===== config.mk =====
export PLATFORM = sky130hd
export DESIGN_NAME = stopwatch_ctrl_flat
export DESIGN_NICKNAME = d
export VERILOG_FILES = /design/src/rtl/stopwatch_pkg.sv /design/src/rtl/stopwatch_ctrl_if.sv /design/src/rtl/seg7_decode.sv /design/src/rtl/stopwatch_ctrl.sv /design/src/flat_wrapper.sv
export SDC_FILE = /design/constraint.sdc
export NUM_CORES = 1
export LEC_CHECK = 0
export CAP_MARGIN = 25
export CELL_PAD_IN_SITES_DETAIL_PLACEMENT = 0
export CELL_PAD_IN_SITES_GLOBAL_PLACEMENT = 2
export CORE_MARGIN = 2
export CORE_UTILIZATION = 30
export DETAILED_ROUTE_END_ITERATION = 6
export PLACE_DENSITY_LB_ADDON = 0.08
export SKIP_LAST_GASP = 1
export SYNTH_ARGS = -nofsm -noshare
export SYNTH_HDL_FRONTEND = slang
export SYNTH_SLANG_ARGS = --single-unit

===== constraint.sdc =====
create_clock -name clk -period 6.84 [get_ports clk]
set_clock_uncertainty 0.1 [all_clocks]
set_input_delay 1.368 -clock clk [delete_from_list [all_inputs] [get_ports clk]]
set_output_delay 1.368 -clock clk [all_outputs]
set_load 0.005 [all_outputs]

===== src/rtl/stopwatch_pkg.sv =====
// Shared definitions for the stopwatch control slice.
// Holds the FSM state encoding, the active-low 7-segment codes ({dp,g,f,e,d,c,b,a})
// and a BCD-to-segment lookup helper used by seg7_decode.
package stopwatch_pkg;

  typedef enum logic [1:0] {
    StIdle = 2'b00,
    StRun  = 2'b01,
    StStop = 2'b10,
    StLap  = 2'b11
  } state_e;

  localparam logic [7:0] Seg0     = 8'hC0;
  localparam logic [7:0] Seg1     = 8'hF9;
  localparam logic [7:0] Seg2     = 8'hA4;
  localparam logic [7:0] Seg3     = 8'hB0;
  localparam logic [7:0] Seg4     = 8'h99;
  localparam logic [7:0] Seg5     = 8'h92;
  localparam logic [7:0] Seg6     = 8'h82;
  localparam logic [7:0] Seg7     = 8'hF8;
  localparam logic [7:0] Seg8     = 8'h80;
  localparam logic [7:0] Seg9     = 8'h90;
  localparam logic [7:0] SegDash  = 8'hBF;
  localparam logic [7:0] SegBlank = 8'hFF;

  // Position of the decimal point within the segment byte.
  localparam logic [2:0] DpBit = 3'd7;

  // Non-BCD codes (A-F) render as a dash so a corrupted digit is visible.
  function automatic logic [7:0] seg_lookup(input logic [3:0] bcd);
    logic [7:0] seg;
    case (bcd)
      4'd0:    seg = Seg0;
      4'd1:    seg = Seg1;
      4'd2:    seg = Seg2;
      4'd3:    seg = Seg3;
      4'd4:    seg = Seg4;
      4'd5:    seg = Seg5;
      4'd6:    seg = Seg6;
      4'd7:    seg = Seg7;
      4'd8:    seg = Seg8;
      4'd9:    seg = Seg9;
      default: seg = SegDash;
    endcase
    return seg;
  endfunction

endpackage


===== src/rtl/stopwatch_ctrl_if.sv =====
// Signal bundle between the stopwatch control block and its surroundings.
//   btn_ss, btn_lap   : debounced button levels
//   d3..d0            : live BCD digits from stop_watch (d3 most significant)
//   sw_start, sw_clr  : run enable and one-cycle clear pulse to stop_watch
//   an, sseg          : active-low digit enables and segments {dp,g,f,e,d,c,b,a}
//   state             : FSM state for debug
// slave is the controller's view; master is the board/bench view.
interface stopwatch_ctrl_if;
  logic       btn_ss;
  logic       btn_lap;
  logic [3:0] d3;
  logic [3:0] d2;
  logic [3:0] d1;
  logic [3:0] d0;
  logic       sw_start;
  logic       sw_clr;
  logic [3:0] an;
  logic [7:0] sseg;
  logic [1:0] state;

  modport slave (
    input  btn_ss, btn_lap, d3, d2, d1, d0,
    output sw_start, sw_clr, an, sseg, state
  );

  modport master (
    output btn_ss, btn_lap, d3, d2, d1, d0,
    input  sw_start, sw_clr, an, sseg, state
  );
endinterface


===== src/rtl/seg7_decode.sv =====
// Combinational BCD to active-low 7-segment decoder.
//   bcd_i   : 4-bit digit value (values above 9 show a dash)
//   blank_i : force all segments off
//   dp_i    : light the decimal point
//   sseg_o  : segments {dp,g,f,e,d,c,b,a}, active-low
module seg7_decode
  import stopwatch_pkg::*;
(
  input  logic [3:0] bcd_i,
  input  logic       blank_i,
  input  logic       dp_i,
  output logic [7:0] sseg_o
);

  always_comb begin
    sseg_o = blank_i ? SegBlank : seg_lookup(bcd_i);
    if (dp_i && !blank_i) begin
      sseg_o[DpBit] = 1'b0;
    end
  end

endmodule


===== src/rtl/stopwatch_ctrl.sv =====
// Stopwatch control and display sequencer.
// Turns the start/stop and lap/clear buttons into stop_watch's run enable and
// clear pulse via an IDLE/RUN/STOP/LAP FSM, freezes a lap snapshot while counting
// continues, and scans the four digits onto a common-anode 7-segment display.
//   clk   : system clock, rising edge
//   reset : asynchronous, active-low
//   bus   : stopwatch_ctrl_if.slave (buttons, live digits, stop_watch controls,
//           display pins, debug state)
// Parameters:
//   SCAN_N        : each digit is lit for 2^SCAN_N cycles
//   BLANK_LEADING : blank leading zeros on digits 3 and 2
module stopwatch_ctrl
  import stopwatch_pkg::*;
#(
  parameter int unsigned SCAN_N        = 10,
  parameter bit          BLANK_LEADING = 1'b1
) (
  input logic             clk,
  input logic             reset,
  stopwatch_ctrl_if.slave bus
);

  logic              btn_ss_q;
  logic              btn_lap_q;
  logic              ss_ev;
  logic              lap_ev;
  state_e            state_q;
  logic [15:0]       snap_q;
  logic              sw_clr_q;
  logic [SCAN_N+1:0] scan_q;
  logic [3:0]        an_q;
  logic [7:0]        sseg_q;

  logic [15:0]       live;
  logic [15:0]       shown;
  logic [1:0]        digit_sel;
  logic [3:0]        digit;
  logic              blank;
  logic [7:0]        seg;

  assign live   = {bus.d3, bus.d2, bus.d1, bus.d0};
  assign ss_ev  = bus.btn_ss & ~btn_ss_q;
  assign lap_ev = bus.btn_lap & ~btn_lap_q;

  // Edge-detect history resets high so a button held through reset is ignored
  // until it is released and pressed again.
  always_ff @(posedge clk or negedge reset) begin
    if (!reset) begin
      btn_ss_q  <= 1'b1;
      btn_lap_q <= 1'b1;
    end else begin
      btn_ss_q  <= bus.btn_ss;
      btn_lap_q <= bus.btn_lap;
    end
  end

  // Start/stop has priority: a simultaneous lap event is dropped, so no snapshot.
  always_ff @(posedge clk or negedge reset) begin
    if (!reset) begin
      state_q  <= StIdle;
      snap_q   <= '0;
      sw_clr_q <= 1'b0;
    end else begin
      sw_clr_q <= 1'b0;
      if (ss_ev) begin
        unique case (state_q)
          StIdle:  state_q <= StRun;
          StRun:   state_q <= StStop;
          StLap:   state_q <= StStop;
          StStop:  state_q <= StRun;
        endcase
      end else if (lap_ev) begin
        case (state_q)
          StRun: begin
            state_q <= StLap;
            snap_q  <= live;
          end
          StLap:   state_q <= StRun;
          StStop: begin
            state_q  <= StIdle;
            sw_clr_q <= 1'b1;
          end
          default: state_q <= state_q;
        endcase
      end
    end
  end

  // Digit select and blanking from the current (pre-register) scan position.
  always_comb begin
    shown     = (state_q == StLap) ? snap_q : live;
    digit_sel = scan_q[SCAN_N+1 -: 2];
    unique case (digit_sel)
      2'd0: digit = shown[3:0];
      2'd1: digit = shown[7:4];
      2'd2: digit = shown[11:8];
      2'd3: digit = shown[15:12];
    endcase
    blank = 1'b0;
    if (BLANK_LEADING) begin
      if (digit_sel == 2'd3) begin
        blank = (shown[15:12] == 4'd0);
      end else if (digit_sel == 2'd2) begin
        blank = (shown[15:8] == 8'd0);
      end
    end
  end

  seg7_decode u_seg7_decode (
    .bcd_i   (digit),
    .blank_i (blank),
    .dp_i    (digit_sel == 2'd1),
    .sseg_o  (seg)
  );

  // Registered display outputs lag the scan counter by one cycle.
  always_ff @(posedge clk or negedge reset) begin
    if (!reset) begin
      scan_q <= '0;
      an_q   <= 4'b1111;
      sseg_q <= SegBlank;
    end else begin
      scan_q <= scan_q + {{(SCAN_N+1){1'b0}}, 1'b1};
      an_q   <= ~(4'b0001 << digit_sel);
      sseg_q <= seg;
    end
  end

  assign bus.sw_start = state_q[0];
  assign bus.sw_clr   = sw_clr_q;
  assign bus.an       = an_q;
  assign bus.sseg     = sseg_q;
  assign bus.state    = state_q;

endmodule


===== src/flat_wrapper.sv =====
// flat-port wrapper written by rule: the top's interface ports become plain ports
module stopwatch_ctrl_flat import stopwatch_pkg::*;
#(
  parameter int unsigned SCAN_N        = 10,
  parameter bit          BLANK_LEADING = 1'b1
)
  (clk, reset, bus_btn_ss, bus_btn_lap, bus_d3, bus_d2, bus_d1, bus_d0, bus_sw_start, bus_sw_clr, bus_an, bus_sseg, bus_state);
  stopwatch_ctrl_if bus_i ();
  input logic clk;
  input logic reset;
  input wire logic [$bits(bus_i.btn_ss)-1:0] bus_btn_ss;
  input wire logic [$bits(bus_i.btn_lap)-1:0] bus_btn_lap;
  input wire logic [$bits(bus_i.d3)-1:0] bus_d3;
  input wire logic [$bits(bus_i.d2)-1:0] bus_d2;
  input wire logic [$bits(bus_i.d1)-1:0] bus_d1;
  input wire logic [$bits(bus_i.d0)-1:0] bus_d0;
  output wire logic [$bits(bus_i.sw_start)-1:0] bus_sw_start;
  output wire logic [$bits(bus_i.sw_clr)-1:0] bus_sw_clr;
  output wire logic [$bits(bus_i.an)-1:0] bus_an;
  output wire logic [$bits(bus_i.sseg)-1:0] bus_sseg;
  output wire logic [$bits(bus_i.state)-1:0] bus_state;
  assign bus_i.btn_ss = bus_btn_ss;
  assign bus_i.btn_lap = bus_btn_lap;
  assign bus_i.d3 = bus_d3;
  assign bus_i.d2 = bus_d2;
  assign bus_i.d1 = bus_d1;
  assign bus_i.d0 = bus_d0;
  assign bus_sw_start = bus_i.sw_start;
  assign bus_sw_clr = bus_i.sw_clr;
  assign bus_an = bus_i.an;
  assign bus_sseg = bus_i.sseg;
  assign bus_state = bus_i.state;
  stopwatch_ctrl #(.SCAN_N(SCAN_N), .BLANK_LEADING(BLANK_LEADING)) u_core (.clk(clk), .reset(reset), .bus(bus_i));
endmodule

* Word-level counts from Yosys, hierarchy flattened
Memory sizes are Yosys's and may differ from the RTL's. Index checks and enable logic that the tools add are counted.
Word-level totals: logic and storage cells 48, output and inout bits 16, ROM bits 112, flip-flop bits (word level) 45, memories kept 1
Operators by class: add/sub/neg operators 1, shift-type cells 1, mux-type cells 13, reduce and logical (&&, ||, !) cells 12, eq/ne operators 6, bitwise logic cells 6
Memory list:
- (name not given) | depth 16, bits a word 7, rd ports 1, clocked after memory_dff 0, write ports 0, RTL line stopwatch_pkg.sv:32 | case (bcd)
Operator list (number):
- $mux W16 | 1
- $pmux W4 S4 | 1
- $add A12 B1 Y12 const B | 1
- $eq A2 B2 Y1 const B | 4
- $logic_not A8 Y1 | 1
- $mux W8 | 1
- $mux W1 | 6
- $pmux W2 S3 | 1
- $eq A2 B1 Y1 const B | 2
- $logic_not A2 Y1 | 2
- $logic_not A4 Y1 | 1
- $mux W2 | 2
- $not A4 Y4 | 1
- $pmux W2 S2 | 1
- $reduce_bool A4 Y1 | 1
- $reduce_or A2 Y1 | 2
- $shl A1 B2 Y4 const A | 1
- $not A1 Y1 | 3
- $reduce_and A3 Y1 | 1
- $and A1 B1 Y1 | 2
- $reduce_and A2 Y1 | 1
- $reduce_bool A2 Y1 | 1
- $logic_and A1 B1 Y1 | 1
- $logic_not A1 Y1 | 1

* Longest topological paths before layout
Gate-level depths: netlist (run 1).
depth after elaboration 8, depth in mapped cells 9, depth with buffers taken out 8

* By module
A second synthesis (run 1) with hierarchy kept.
Unflattened totals: cell total of the unflattened synthesis 173, area total of the unflattened synthesis 2270.9 sq um
Modules (own cells, without submodules):
- stopwatch_ctrl | cells an instance 136, times used 1, area each 2028.2 sq um
- seg7_decode | cells an instance 37, times used 1, area each 242.7 sq um

* Worst setup path after synthesis (run 1)
No wires, ideal clock.
path type input port to flip-flop, from in bus_d3[1], to reg u_core.sseg_q[0], in the netlist u_core.bus.sseg[0], stages 5, data required time 6674 ps, buffers on the path 0, slack 3921 ps, library setup time 66 ps, data arrival time 2753 ps, cell sequence mux4_2 mux2i_1 inv_2 or4b_4 nand4_1
On the way: cells in the longest elaborated chain, start to end 5, elaborated cells between the ends (all ways) 8
RTL lines:
- start: declaration | RTL line flat_wrapper.sv:13 | input wire logic [$bits(bus_i.d3)-1:0] bus_d3;
- $mux W16 * | RTL line stopwatch_ctrl.sv:91 | shown = (state_q == StLap) ? snap_q : live;
- parallel branches: the longest is 3 deep, another holds $mem_v2 Z16 W7
- $mux W8 * | RTL line seg7_decode.sv:16 | sseg_o = blank_i ? SegBlank : seg_lookup(bcd_i);
- net u_core.seg[0] | RTL line stopwatch_ctrl.sv:39 | logic [7:0] seg;
- end signal: assignment | RTL line stopwatch_ctrl.sv:121 | sseg_q <= SegBlank;
- end signal: assignment | RTL line stopwatch_ctrl.sv:125 | sseg_q <= seg;
- end: declaration | RTL line stopwatch_ctrl.sv:32 | logic [7:0] sseg_q;
Mark *: on every way through the listed nets, which the timed path passes. A chain may end at the register's enable or synchronous reset.

* Final worst setup path (run 1)
Same ends and word-level chain as after synthesis.

==> summary.md, run 1 <==
| Metric | Value |
|---|---|
| Final-report hold violation count | `0` |
| Largest net degree at the start of global routing | `46` |
| Area Overhead vs Synth | `23.5%` |
| Number of global-route vias before repair | `1487` |
| Min-Delay Endpoint | `u_core.scan_q[0]` |
| Layout cells sized above 1 | `26.1%` |
| RSZ-0062 raised after global routing | `no` |
| Gpl congestion | `0.700` |
| Htree depth | `2` |
| Clock latency on the worst-skew pair | `0.29 ns` |
| Worst setup path startpoint | `bus_d3[1]` |
| I/O pin count | `36` |
| Diodes inserted | `0` |
| CP endpoint kind | `flip-flop` |
| Multiplexer share of the synthesized area | `20.2%` |
| Cts repair resizes | `0` |
| Main combinational cell family by area after synthesis | `multiplexers` |
| Final instance area | `0.00273 mm^2` |
| Die width | `89.8 um` |
| Non-filler cells, final | `310` |
| Area after DPL | `0.00262 mm^2` |
| Most frequent cells in the layout | `clkdlybuf4s50_1, dfrtp_1, mux2_2, dfstp_2, nor2_1` |
| Outcome | `completed` |
| Tot GR Track Use | `11.6%` |
| Clock sinks | `45` |
| Row cnt | `31` |
| Dpl hpwl | `3.06 mm` |
| Via density | `4.58` |
| Initial antenna violation count | `0` |
| Arrival @ worst endpoint | `3.39 ns` |
| Ys async rst share | `100%` |
| Initial DRC Count | `48` |
| Multi-input gate area in the final layout | `983 um^2` |
| Reg-to-Reg End | `u_core.bus.sseg[0]` |
| Min Clock Period, post-route | `3.26 ns` |
| Crit-path max FO | `10` |
| Number of CTS-inserted buffers | `5` |
| Synth unique cells | `34` |
| WS Path Type | `in -> reg` |
| First-pass GRT wire length | `7.42 mm` |
| Rel. slew slack | `45.8%` |
| Syn_nets | `205` |
| WL final | `4.24 mm` |
| Worst EP required | `6.97 ns` |
| Core area | `0.00718 mm^2` |
| Max-slew violations | `0` |
| Residual DRC count | `0` |
| Clock transition at path regs | `0.08 ns` |
| Fmax achieved | `0.307 GHz` |
| Post-DRT Antenna Nets | `0` |
| TritonCTS clock tree | `done` |
| Postcts setup bufs | `0` |
| Synthesized area | `0.00221 mm^2` |
| Compound-Gate Fraction of Synth Area | `4.42%` |
| Nets@finish | `239` |
| Avg Inst Size Synth | `12.5 um^2` |
| Final period utilization | `47.6%` |
| Reg area | `0.00114 mm^2` |
| Die area | `0.00806 mm^2` |
| Placed cell count | `301` |
| Xor/xnor share of the synthesized area | `4.37%` |
| Worst hold path type | `reg -> reg` |
| Simple-gate area share of the yosys netlist | `10.5%` |
| Routed length per instance | `13.7 um` |
| Worst vdd ir | `0.104 mV` |
| Synth Flop Type | `dfrtp_1` |
| Hold_sp | `u_core.scan_q[0]` |
| Number of synthesized flops with an enable pin | `0` |
| Leakage | `1.10 nW` |
| Post-Synth Adder-Cell Area | `5.10%` |
| Yosys warnings | `0` |
| Die Ht | `89.8 um` |
| Initial Util | `30.8%` |
| Hold depth | `1` |
| Clock Tree Root | `clkbuf_8` |
| Reg-to-Reg Start | `u_core.bus.state[1]` |
| GRT overflow | `0` |
| Max Cap Viol | `0` |
| Layout fillers | `697` |
| Sequential-to-total area share from yosys stat | `51.8%` |
| Routed via count | `1419` |
| Setup TNS | `0 ns` |
| Critical path startpoint category | `primary input` |
| IO buf count | `35` |
| Final Worst Setup Slack | `3.58 ns` |
| Worst reg2reg setup slack | `3.76 ns` |
| Synth Register Bits | `45` |
| Final Setup Violations | `0` |
| Cell count after synthesis | `176` |
| Worst Tran Pin Value | `0.814 ns` |
| Clk buf depth | `2` |
| Placement Setup Slack | `3.26 ns` |
| Drt pass-1 iters | `4` |
| Hold-fix buffers at CTS | `0` |
| Most common cell after layout, fill and taps aside | `clkdlybuf4s50_1` |
| Register-to-Register Path Depth | `6` |
| Utilization after layout | `38.0%` |
| PwrDens | `317 mW/mm^2` |
cell type report:
class                      count  area share [%]
timing repair buffer          36            13.4
tap                           99            4.55
sequential                    45            42.0
inverter                       7           0.964
clock inverter                 2           0.367
clock buffer                   6            2.66
multi-input combinational    115            36.1
registers in the layout, indices dropped and copies added (netlist names):
| name | count |
|---|---|
| u_core.bus.an | 4 |
| u_core.bus.sw_clr | 1 |
| u_core.bus.state | 2 |
| u_core.btn_lap_q | 1 |
| u_core.scan_q | 12 |
| u_core.btn_ss_q | 1 |
| u_core.snap_q | 16 |
| u_core.bus.sseg | 8 |
synth_stat cells (4+ instances only):
cell / number / area, um^2
mux2i_1: 4 / 40.0
o21ai_0: 6 / 30.0
dfrtp_1: 31 / 776
xor2_1: 4 / 35.0
xnor2_1: 7 / 61.3
nand3_1: 6 / 30.0
nand2b_1: 4 / 25.0
nand2_1: 10 / 37.5
nor2_1: 12 / 45.0
mux2_2: 20 / 225
clkbuf_1: 4 / 15.0
ha_1: 9 / 113
dfstp_2: 14 / 368
mux4_2: 8 / 180
inv_1: 6 / 22.5
a21oi_1: 4 / 20.0
how the worst max path moves through the flow:
stage	cells after the start	endpoint
after CTS	6	u_core.bus.sseg[0]
after global routing	6	u_core.bus.sseg[3]
final	6	u_core.bus.sseg[0]
after detailed placement	6	u_core.bus.sseg[0]
after global placement	6	u_core.bus.sseg[3]
after floorplan	5	u_core.bus.sseg[0]
cell families after synthesis:
kind of cell / Yosys count
DFF: 45
xor gates and xnor gates: 11
AOI/OAI and AO/OA: 17
muxes: 32
and+or+nand+nor: 46
adders and majority gates: 9
buffers and inverters: 16
through the flow:
stage | hold WS, ns | power (mW)
floorplan | 0.322 | 0.602
finish | 0.351 | 0.863
global route | 0.404 | 0.937
detailed placement | 0.345 | 0.716
CTS | 0.358 | 0.880
global placement | 0.339 | 0.706
power by group:
| group | leakage [nW] | internal, mW | total (mW) | switching, mW |
|---|---|---|---|---|
| registers | 0.531 | 0.354 | 0.400 | 0.0457 |
| logic | 0.526 | 0.177 | 0.305 | 0.128 |
| clock network | 0.0450 | 0.0709 | 0.158 | 0.0870 |
critical path: stages:
cell and delay (ns):
clkdlybuf4s50_1 0.44, mux4_2 0.48, mux2i_1 0.28, inv_2 0.14, or4b_4 0.56, nand4_1 0.12
routing by layer:
metal | track usage [%] | share of wire [%] | vias to the layer above
met5 | 0 | 0 | -
li1 | - | - | 680
met3 | 3.52 | 4.8 | 4
met1 | 14.4 | 45 | 704
met2 | 19.4 | 49 | 31
met4 | 3.85 | 1.0 | 0
Note: power is estimated with default switching activity, not from simulation.
==> run 2, diff against run 1 <==
==> constraint.sdc (replaced) <==
create_clock -name clk -period 2.6 [get_ports clk]
set_clock_uncertainty 0.1 [all_clocks]
set_input_delay 0.52 -clock clk [delete_from_list [all_inputs] [get_ports clk]]
set_output_delay 0.52 -clock clk [all_outputs]
set_load 0.005 [all_outputs]
==> run 2 against run 1 <==
Core utilization increased by 1.6 points; sequential power increased to 2.6 times the previous value; cell count increased by 4.5%; largest cell class unchanged; largest power group unchanged.
==> summary.md, run 2 (synthesis results as in run 1) <==
| Metric | Value |
|---|---|
| Sequential Power Share | `43.2% (-3.2 points)` |
| Clock network fraction of design power | `18.4% (about the same)` |
| Crit-path max cell delay | `0.54 ns (-0.02 ns)` |
| Row cnt | `31 (unchanged)` |
| RSZ-0062 raised after global routing | `no` |
| Rel. slew slack | `44.8% (-0.96 points)` |
| Gpl congestion | `0.709 (+1.3%)` |
| Via density | `4.42 (-3.4%)` |
| Worst setup path startpoint | `u_core.bus.state[1]` |
| Worst EP required | `2.73 ns (-4.24 ns)` |
| Net Sw Frac | `30.0% (-0.16 points)` |
| Post-DRT Antenna Nets | `0 (unchanged)` |
| Hold-fix buffers at CTS | `0 (unchanged)` |
| WL final | `4.30 mm (+1.2%)` |
| Fin Hold WS | `0.206 ns (-0.145 ns)` |
| Most frequent cells in the layout | `clkdlybuf4s50_1, dfrtp_1, mux2_2, buf_4, dfstp_2` |
| Die area | `0.00806 mm^2 (unchanged)` |
| Max-slew violations | `0 (unchanged)` |
| Arrival @ worst endpoint | `2.53 ns (-0.86 ns)` |
| CP endpoint kind | `flip-flop` |
| Number of global-route vias before repair | `1540 (+3.6%)` |
| Clock sinks | `45 (unchanged)` |
| Area Overhead vs Synth | `28.6%` |
| CP endpoint | `u_core.bus.sseg[3]` |
| Outcome | `completed` |
| Reg-to-Reg End | `u_core.bus.sseg[3]` |
| Die width | `89.8 um (unchanged)` |
| Initial DRC Count | `38 (-21%)` |
| Worst hold path type | `in -> async` |
| Htree depth | `2 (unchanged)` |
| Biggest register | `u_core.snap_q` |
| Reg-to-Reg Start | `u_core.bus.state[1]` |
| Psw | `716 uW (+170%)` |
| Drt pass-1 iters | `4 (unchanged)` |
| PwrDens | `839 mW/mm^2 (+170%)` |
| Placement Setup Slack | `-0.0148 ns (-3.27 ns)` |
| Initial Util | `30.8% (unchanged)` |
| Non-filler cells, final | `324 (+4.5%)` |
| Routed length per instance | `13.3 um (-3.2%)` |
| Clk buf depth | `2 (unchanged)` |
| I/O pin count | `36 (unchanged)` |
| Largest net degree at the start of global routing | `37 (-20%)` |
| Tot GR Track Use | `11.7% (+0.071 points)` |
| Fmax achieved | `0.418 GHz` |
| Postcts setup bufs | `0 (unchanged)` |
| Final-report hold violation count | `0 (unchanged)` |
| Max reg flops | `16 (unchanged)` |
| Residual DRC count | `0 (unchanged)` |
| Clock Tree Root | `clkbuf_8` |
| Worst vdd ir | `0.364 mV (+250%)` |
| Crit-path cells | `ha_1, buf_12, mux4_2, mux2i_1, inv_2, or4b_4, nand4_1` |
| Placed cell count | `316 (+5.0%)` |
| Critical path startpoint category | `flip-flop` |
| Cts repair resizes | `0 (unchanged)` |
| P_int | `1.67 mW (+180%)` |
| Utilization after layout | `39.5% (+1.6 points)` |
| Dpl hpwl | `3.18 mm (+4.0%)` |
| Final period utilization | `92.0%` |
| Max Cap Viol | `0 (unchanged)` |
| Die Ht | `89.8 um (unchanged)` |
| IO buf count | `35 (unchanged)` |
| Final Worst Setup Slack | `0.207 ns (-3.38 ns)` |
| Initial antenna violation count | `0 (unchanged)` |
| Crit-path slowest cell | `or4b_4` |
| TritonCTS clock tree | `done` |
| Min Clock Period, post-route | `2.39 ns` |
| Crit-path max FO | `15 (+5)` |
| Nets@finish | `253 (+5.9%)` |
| Core area | `0.00718 mm^2 (unchanged)` |
| Clock latency on the worst-skew pair | `0.30 ns (about the same)` |
| Worst reg2reg setup slack | `0.21 ns (-3.55 ns)` |
| Register-to-Register Path Depth | `7 (+1)` |
| Number of CTS-inserted buffers | `5 (unchanged)` |
| First-pass GRT wire length | `7.50 mm (+1.0%)` |
| GRT overflow | `0 (unchanged)` |
| Diodes inserted | `0 (unchanged)` |
| Final Setup Violations | `0 (unchanged)` |
| Clock transition at path regs | `0.09 ns (about the same)` |
| Most common cell after layout, fill and taps aside | `clkdlybuf4s50_1` |
| WS Path Type | `reg -> reg` |
| Routed via count | `1433 (+0.99%)` |
| Layout cells sized above 1 | `31.1% (+5.0 points)` |
| Leakage | `1.17 nW (+6.0%)` |
| Combinational Power Share | `38.4% (+3.1 points)` |
| Worst Tran Pin Value | `0.828 ns (+0.0144 ns)` |
| Setup TNS | `0 ns (unchanged)` |
-- run 2: routing by layer --
layer  global-route usage (%)  vias to the layer above  part of all wire (%)
met5                        0                        -                     0
met4                     3.85                        0                   1.4
met3                     3.60                        5                   5.1
met2                     19.0                       34                    48
met1                     14.9                      689                    46
li1                         -                      705                     -
-- run 2: power by group through the flow --
stage	logic (mW)	clock network [mW]	registers, mW
CTS	0.938	0.466	1.03
global route	1.03	0.496	1.05
detailed placement	0.937	0	1.04
finish	0.915	0.439	1.03
floorplan	0.545	0	1.04
global placement	0.914	0	1.04
-- run 2: per-stage QoR --
step / instance area, um^2 / power [mW]
5_1_grt: 2840 / 2.58
3_3_place_gp: 2750 / 1.95
4_1_cts: 2840 / 2.43
3_5_place_dp: 2750 / 1.98
6_report: 2840 / 2.38
2_1_floorplan: 2210 / 1.58
-- run 2: final cells by class --
class                           count  area, um^2
Inverter                            7        26.3
Sequential cell                    45        1140
Multi-Input combinational cell    115         983
Tap cell                           99         124
Fill cell                         697        4340
Timing Repair Buffer               50         470
Clock inverter                      3        21.3
Clock buffer                        5        68.8
-- run 2: worst max-delay path: cells and delay by family, from the launching register on --
kind / cells / cell delay [ns]
AND/OR/NAND/NOR: 2 / 0.66
flip-flops: 1 / 0.36
buffers and inverters: 2 / 0.23
multiplexers: 2 / 0.78
adder cells (fa/ha/maj): 1 / 0.19
-- run 2: how the worst min path moves through the flow --
stage	startpoint	to	slack, ns	cells past startpoint
floorplan	reset	u_core.bus.state[0]	0.12	0
global placement	u_core.scan_q[0]	u_core.scan_q[0]	0.34	1
detailed placement	u_core.scan_q[0]	u_core.scan_q[0]	0.35	1
CTS	reset	u_core.scan_q[3]	0.24	1
global route	reset	u_core.scan_q[5]	0.26	1
finish	reset	u_core.scan_q[3]	0.21	1
==> run 3, diff against run 2 <==
--- a/config.mk
+++ b/config.mk
@@ -5,7 +5,7 @@
 export SDC_FILE = /design/constraint.sdc
 export NUM_CORES = 1
 export LEC_CHECK = 0
-export CAP_MARGIN = 25
+export CAP_MARGIN = 20
 export CELL_PAD_IN_SITES_DETAIL_PLACEMENT = 0
 export CELL_PAD_IN_SITES_GLOBAL_PLACEMENT = 2
 export CORE_MARGIN = 2
==> results of run 3 <==
Same layout as run 2: the final DEF is identical, and so are final timing and power.
